===== src/rtl/r_cpu_ctrl_pkg.sv =====
// Shared definitions for the R-type CPU control unit and datapath:
// FSM state encodings, ALU operation codes, R-type func codes and trap causes.
package r_cpu_ctrl_pkg;

   typedef enum logic [2:0] {
      ST_IDLE   = 3'd0,
      ST_FETCH  = 3'd1,
      ST_DECODE = 3'd2,
      ST_EXEC   = 3'd3,
      ST_WB     = 3'd4,
      ST_TRAP   = 3'd5
   } state_t;

   // ALU operation codes, shared with the datapath ALU
   localparam logic [2:0] ALU_AND  = 3'b000;
   localparam logic [2:0] ALU_OR   = 3'b001;
   localparam logic [2:0] ALU_XOR  = 3'b010;
   localparam logic [2:0] ALU_NOR  = 3'b011;
   localparam logic [2:0] ALU_ADD  = 3'b100;
   localparam logic [2:0] ALU_SUB  = 3'b101;
   localparam logic [2:0] ALU_SLTU = 3'b110;
   localparam logic [2:0] ALU_SLLV = 3'b111;

   // R-type function field encodings
   localparam logic [5:0] FN_AND  = 6'b100100;
   localparam logic [5:0] FN_OR   = 6'b100101;
   localparam logic [5:0] FN_XOR  = 6'b100110;
   localparam logic [5:0] FN_NOR  = 6'b100111;
   localparam logic [5:0] FN_ADD  = 6'b100000;
   localparam logic [5:0] FN_SUB  = 6'b100010;
   localparam logic [5:0] FN_SLTU = 6'b101011;
   localparam logic [5:0] FN_SLLV = 6'b000100;

   localparam logic [5:0] OP_RTYPE = 6'b000000;

   // Trap cause codes
   localparam logic [1:0] TC_NONE      = 2'b00;
   localparam logic [1:0] TC_ILLEGAL   = 2'b01;
   localparam logic [1:0] TC_FETCH_TMO = 2'b10;

   // Only the R-type opcode is executable by this core
   function automatic logic is_rtype(input logic [5:0] op);
      return (op == OP_RTYPE);
   endfunction

endpackage


===== src/rtl/r_cpu_ctrl_func_dec.sv =====
// Combinational func-field decoder: maps a supported R-type func code to its
// ALU operation and flags every other encoding as illegal.
module r_cpu_ctrl_func_dec
   import r_cpu_ctrl_pkg::*;
(
   input  logic [5:0] func,
   output logic       legal,
   output logic [2:0] alu_op
);

   // Table lookup; unsupported codes fall through as illegal with a benign op
   always_comb begin
      legal  = 1'b1;
      alu_op = ALU_AND;
      case (func)
         FN_AND:  alu_op = ALU_AND;
         FN_OR:   alu_op = ALU_OR;
         FN_XOR:  alu_op = ALU_XOR;
         FN_NOR:  alu_op = ALU_NOR;
         FN_ADD:  alu_op = ALU_ADD;
         FN_SUB:  alu_op = ALU_SUB;
         FN_SLTU: alu_op = ALU_SLTU;
         FN_SLLV: alu_op = ALU_SLLV;
         default: legal  = 1'b0;
      endcase
   end

endmodule


===== src/rtl/r_cpu_ctrl.sv =====
// Multi-cycle control unit for the R-type CPU datapath. Walks each instruction
// through FETCH/DECODE/EXEC/WB, drives the datapath write enables, decodes the
// ALU operation and traps on illegal encodings or instruction-fetch timeout.
module r_cpu_ctrl
   import r_cpu_ctrl_pkg::*;
#(
   parameter int RET_W     = 16,
   parameter int FETCH_TMO = 8
)(
   input  logic             clk,
   input  logic             rst,
   input  logic             run,
   input  logic [5:0]       OP,
   input  logic [5:0]       func,
   input  logic             imem_ack,
   output logic             imem_req,
   output logic             pc_we,
   output logic             ir_we,
   output logic             ab_we,
   output logic             fr_we,
   output logic             rf_we,
   output logic [2:0]       alu_op,
   output logic             busy,
   output logic             trap,
   output logic [1:0]       trap_cause,
   output logic [RET_W-1:0] retired
);

   // Last FETCH cycle index before the timeout trap fires
   localparam logic [7:0] TMO_LAST = 8'(FETCH_TMO - 1);

   state_t           state;
   logic [7:0]       tmo_cnt;
   logic [2:0]       alu_op_q;
   logic [1:0]       cause_q;
   logic [RET_W-1:0] ret_q;
   logic             req_q;
   logic             ab_q;
   logic             fr_q;
   logic             rf_q;
   logic             busy_q;
   logic             trap_q;

   logic             dec_legal;
   logic [2:0]       dec_op;
   logic             fetch_done;

   r_cpu_ctrl_func_dec u_func_dec (
      .func   (func),
      .legal  (dec_legal),
      .alu_op (dec_op)
   );

   // IR/PC load is the only Mealy output: it follows the memory handshake
   assign fetch_done = (state == ST_FETCH) && imem_ack;

   // Sequencer: state, counters and registered per-state outputs. Each output
   // register is loaded with the value belonging to the state being entered.
   always_ff @(posedge clk or posedge rst) begin
      if (rst) begin
         state    <= ST_IDLE;
         tmo_cnt  <= '0;
         alu_op_q <= ALU_AND;
         cause_q  <= TC_NONE;
         ret_q    <= '0;
         req_q    <= 1'b0;
         ab_q     <= 1'b0;
         fr_q     <= 1'b0;
         rf_q     <= 1'b0;
         busy_q   <= 1'b0;
         trap_q   <= 1'b0;
      end else begin
         req_q  <= 1'b0;
         ab_q   <= 1'b0;
         fr_q   <= 1'b0;
         rf_q   <= 1'b0;
         busy_q <= 1'b0;
         trap_q <= 1'b0;
         case (state)
            ST_IDLE: begin
               if (run) begin
                  state  <= ST_FETCH;
                  req_q  <= 1'b1;
                  busy_q <= 1'b1;
               end
            end
            ST_FETCH: begin
               if (imem_ack) begin
                  tmo_cnt <= '0;
                  state   <= ST_DECODE;
                  ab_q    <= 1'b1;
                  busy_q  <= 1'b1;
               end else if (tmo_cnt == TMO_LAST) begin
                  tmo_cnt <= '0;
                  cause_q <= TC_FETCH_TMO;
                  state   <= ST_TRAP;
                  trap_q  <= 1'b1;
               end else begin
                  tmo_cnt <= tmo_cnt + 8'd1;
                  req_q   <= 1'b1;
                  busy_q  <= 1'b1;
               end
            end
            ST_DECODE: begin
               if (is_rtype(OP) && dec_legal) begin
                  alu_op_q <= dec_op;
                  state    <= ST_EXEC;
                  fr_q     <= 1'b1;
                  busy_q   <= 1'b1;
               end else begin
                  cause_q <= TC_ILLEGAL;
                  state   <= ST_TRAP;
                  trap_q  <= 1'b1;
               end
            end
            ST_EXEC: begin
               state  <= ST_WB;
               rf_q   <= 1'b1;
               busy_q <= 1'b1;
            end
            ST_WB: begin
               ret_q <= ret_q + RET_W'(1);
               if (run) begin
                  state  <= ST_FETCH;
                  req_q  <= 1'b1;
                  busy_q <= 1'b1;
               end else begin
                  state <= ST_IDLE;
               end
            end
            ST_TRAP: begin
               state  <= ST_TRAP;
               trap_q <= 1'b1;
            end
            default: begin
               state <= ST_IDLE;
            end
         endcase
      end
   end

   assign imem_req   = req_q;
   assign pc_we      = fetch_done;
   assign ir_we      = fetch_done;
   assign ab_we      = ab_q;
   assign fr_we      = fr_q;
   assign rf_we      = rf_q;
   assign alu_op     = alu_op_q;
   assign busy       = busy_q;
   assign trap       = trap_q;
   assign trap_cause = cause_q;
   assign retired    = ret_q;

endmodule


===== config.mk =====
export PLATFORM = sky130hd
export DESIGN_NAME = r_cpu_ctrl
export DESIGN_NICKNAME = d
export VERILOG_FILES = /design/src/rtl/r_cpu_ctrl_pkg.sv /design/src/rtl/r_cpu_ctrl_func_dec.sv /design/src/rtl/r_cpu_ctrl.sv
export SDC_FILE = /design/constraint.sdc
export NUM_CORES = 1
export LEC_CHECK = 0
export CORE_MARGIN = 2
export CORE_UTILIZATION = 44
export CTS_BUF_LIST = sky130_fd_sc_hd__clkbuf_8 sky130_fd_sc_hd__clkbuf_16
export CTS_CLUSTER_SIZE = 16
export DETAILED_ROUTE_END_ITERATION = 8
export PLACE_DENSITY = 0.72
export SLEW_MARGIN = 5
export SYNTH_ARGS = -nofsm -noshare
export SYNTH_HDL_FRONTEND = slang
export SYNTH_SLANG_ARGS = --single-unit

===== constraint.sdc =====
create_clock -name clk -period 1.9 [get_ports clk]
set_input_delay 0.38 -clock clk [delete_from_list [all_inputs] [get_ports clk]]
set_output_delay 0.38 -clock clk [all_outputs]
set_load 0.01 [all_outputs]

==> load_flow_metrics.sql <==
INSERT INTO impl_metrics (metric_group, metric, value, unit) VALUES
('worst_setup_path', 'critPathLaunchType', 'input port', ''),
('clock_tree', 'insertion_delay', '280', 'ps'),
('clock_tree', 'htree_levels', '2', ''),
('power', 'power_per_cell_area', '1026', 'mW/mm^2'),
('min_path', 'hold_path_class', 'register to register', ''),
('logic_synthesis', 'yosysTopAreaCell', 'sky130_fd_sc_hd__dfrtp_1', ''),
('sta', 'tns', '0', 'ps'),
('sta', 'maxSlewViolCount', '0', ''),
('die', 'rows', '23', ''),
('sta', 'post-route-worst-setup-slack', '110.5', 'ps'),
('sta', 'worst_slew_margin_rel', '68.19', '%'),
('die', 'floorplan.io_pins', '45', ''),
('logic_synthesis', 'synth_fp_nets', '196', ''),
('routing', 'detailedRoute.firstIterationViolations', '81', ''),
('sta', 'setup_repair_after_global_routing_missed_its_margin', 'false', ''),
('min_path', 'min_to', 'retired[15]$_DFFE_PP0N_', ''),
('grt', 'grt_first_pass_wirelength', '6927', 'um'),
('sta', 'timing.fmax', '558.8', 'MHz'),
('die', 'design.die.area', '0.004780', 'mm^2'),
('cells_and_area', 'drive_above_1_share', '19.68', '%'),
('sta', 'setup_viol_count_final', '0', ''),
('cells_and_area', 'final_net_count', '266', ''),
('die', 'die_height', '69.14', 'um'),
('logic_synthesis', 'synth.yosys.seq_area_share', '50.94', '%'),
('grt', 'grt_antenna_before_repair', '0', ''),
('worst_setup_path', 'path_max_fanout', '5', ''),
('sta', 'fin_crit_sh', '94.19', '%'),
('sta', 'final-hold-violation-count', '0', ''),
('logic_synthesis', 'post_synth_instance_area', '0.001867', 'mm^2'),
('placed_design', 'placer_congestion', '0.8370', ''),
('clock_tree', 'tritoncts', 'yes', ''),
('logic_synthesis', 'synth-warning-count', '0', ''),
('worst_setup_path', 'setup_slack_on_the_worst_flop_to_flop_path', '130', 'ps'),
('clock_tree', 'numCtsBuffers', '5', ''),
('placed_design', 'detailedPlacementHpwl', '2951', 'um'),
('clock_tree', 'cts.root.buffer_cell', 'sky130_fd_sc_hd__clkbuf_8', ''),
('placed_design', 'placement.io_buffers', '44', ''),
('logic_synthesis', 'ys_seq_elements', '38', ''),
('worst_setup_path', 'r2r_cells', '4', ''),
('clock_tree', 'cts.hold.buffers_added', '0', ''),
('die', 'placeableCoreArea', '0.004029', 'mm^2'),
('routing', 'route.final.wire_length', '3941', 'um'),
('min_path', 'origin_of_the_worst_min_delay_path', 'retired[15]$_DFFE_PP0N_', ''),
('grt', 'globalRoute.totalOverflow', '0', ''),
('routing', 'wire_per_inst', '13.18', 'um'),
('min_path', 'whs_path_depth', '1', ''),
('die', 'initial_core_util', '46.34', '%'),
('cells_and_area', 'num_antenna_cells', '0', ''),
('worst_setup_path', 'cp.required', '2070', 'ps'),
('clock_tree', 'cts-root-to-sink-buffers', '2', ''),
('run', 'cap_viol_max_count', '0', ''),
('grt', 'grt_pass1_vias', '1516', ''),
('logic_synthesis', 'post_synth_main_area_contributors', 'sky130_fd_sc_hd__dfrtp_1 51%, sky130_fd_sc_hd__xnor2_1 6.1%, sky130_fd_sc_hd__nand2_1 3.4%', ''),
('clock_tree', 'cts_sinks', '38', ''),
('worst_setup_path', 'crit_path_end_kind', 'register', ''),
('sta', 'worst_pin_slew', '477.2', 'ps'),
('cells_and_area', 'finish.cell_count_without_fillers', '299', ''),
('run_status', 'run_status', 'complete, no violations', ''),
('sta', 'layout_min_cycle_time', '1790', 'ps'),
('grt', 'grt_usage', '17.67', '%'),
('worst_setup_path', 'crit-reg2reg-capture', 'trap$_DFF_PP0_', ''),
('routing', 'vias', '1554', ''),
('routing', 'drt-pass1-iter-count', '4', ''),
('cells_and_area', 'syn2layout_area_growth', '41.62', '%'),
('logic_synthesis', 'synthFlopType', 'sky130_fd_sc_hd__dfrtp_1', ''),
('power', 'power.leakage', '1.165', 'nW'),
('grt', 'grt_start_max_net_pins', '39', ''),
('cells_and_area', 'fillers', '321', ''),
('routing', 'ant_nets', '0', ''),
('worst_setup_path', 'arrival', '1960', 'ps'),
('worst_setup_path', 'critical_path.reg2reg.startpoint', 'tmo_cnt[4]$_DFFE_PP0P_', '');
what timing repair did:
action | in CTS | in global routing
pin swaps | 1 | 0
resized for setup | 4 | 3
setup endpoints to repair | 2 | 4
setup buffers | 1 | 0
through the flow:
| stage | hold slack [ps] | instance area (um^2) | util [%] | power [mW] |
|---|---|---|---|---|
| after global routing | 498.4 | 2644 | 65.62 | 2.898 |
| after global placement | 461.5 | 2517 | 62.48 | 2.099 |
| after detailed placement | 465.0 | 2517 | 62.48 | 2.130 |
| final | 477.6 | 2644 | 65.62 | 2.713 |
| after floorplan | 456.7 | 1867 | - | 1.627 |
| after CTS | 480.1 | 2625 | 65.16 | 2.735 |
synthesized netlist by cell type (all sizes together), types with 5 or more instances:
cell   number
dfrtp      38
nand3       6
or3         5
xnor2      13
nor2        7
a21oi       6
nand4       9
o21ai      14
inv         6
nand2      17
worst max-delay path by stage:
stage | from | end | slack (ps)
after floorplan | tmo_cnt[3]$_DFFE_PP0P_ | trap_cause[0]$_DFFE_PP0P_ | 130
after global placement | func[2] | alu_op[2]$_DFFE_PP0P_ | -170
after detailed placement | func[2] | alu_op[2]$_DFFE_PP0P_ | -230
after CTS | tmo_cnt[3]$_DFFE_PP0P_ | tmo_cnt[3]$_DFFE_PP0P_ | 60
after global routing | state[2]$_DFFE_PP0P_ | retired[7]$_DFFE_PP0N_ | 30
final | func[2] | alu_op[2]$_DFFE_PP0P_ | 110
cell type report:
| class | instances | area (um^2) | share of cell area, % |
|---|---|---|---|
| multi-input cells | 129 | 894.6 | 33.84 |
| clock inverters | 2 | 12.51 | 0.4733 |
| well taps | 50 | 62.56 | 2.366 |
| inverters | 6 | 22.52 | 0.8519 |
| repair buffers | 68 | 618.1 | 23.38 |
| flip-flops and latches | 38 | 950.9 | 35.97 |
| clock buffers | 6 | 82.58 | 3.124 |
cell families after synthesis:
group / synth area share, %
flops: 50.94
compound gates: 11.33
xor+xnor: 7.976
fa+ha+maj: 1.340
simple gates: 23.46
buf+inv: 2.547
mux: 2.413
registers in the layout (all words and copies together), names as in the netlist:
signal	count
retired	16
tmo_cnt	8
alu_op	3
state	3
trap_cause	2
ab_we	1
busy	1
fr_we	1
imem_req	1
rf_we	1
trap	1
worst max-delay path, cell delays in order:
cell and delay, ps:
sky130_fd_sc_hd__clkdlybuf4s50_1 540, sky130_fd_sc_hd__nand2b_1 80, sky130_fd_sc_hd__a221o_1 380, sky130_fd_sc_hd__a21oi_4 220
sky130_fd_sc_hd__mux2_2 360
metal layers:
metal	vias up	GRT usage, %	wire [um]
met5	-	0	0
met4	0	3.922	7
met3	2	5.702	137
met2	30	28.63	1953
met1	740	23.19	1843
li1	782	-	-
report_power, final:
| part | leakage [nW] | switching (mW) | internal, mW |
|---|---|---|---|
| combinational | 0.613 | 0.495 | 0.551 |
| sequential | 0.504 | 0.134 | 0.964 |
| clock | 0.0472 | 0.277 | 0.291 |
layout by cell type, fill, tap and decap left out, drive strengths merged, types with 2 or more instances in the layout:
| cell type | instances |
|---|---|
| a211oi | 2 |
| a21o | 2 |
| a21oi | 6 |
| and2 | 4 |
| and3 | 4 |
| buf | 24 |
| clkbuf | 6 |
| clkdlybuf4s50 | 42 |
| dfrtp | 38 |
| dlygate4sd2 | 2 |
| ha | 2 |
| inv | 6 |
| mux2 | 4 |
| nand2 | 17 |
| nand3 | 6 |
| nand3b | 3 |
| nand4 | 9 |
| nor2 | 7 |
| nor2b | 4 |
| nor3 | 3 |
| nor3b | 3 |
| nor4 | 2 |
| o21ai | 14 |
| or3 | 5 |
| xnor2 | 13 |
| xor2 | 4 |
(Power assumes the default switching activity.)
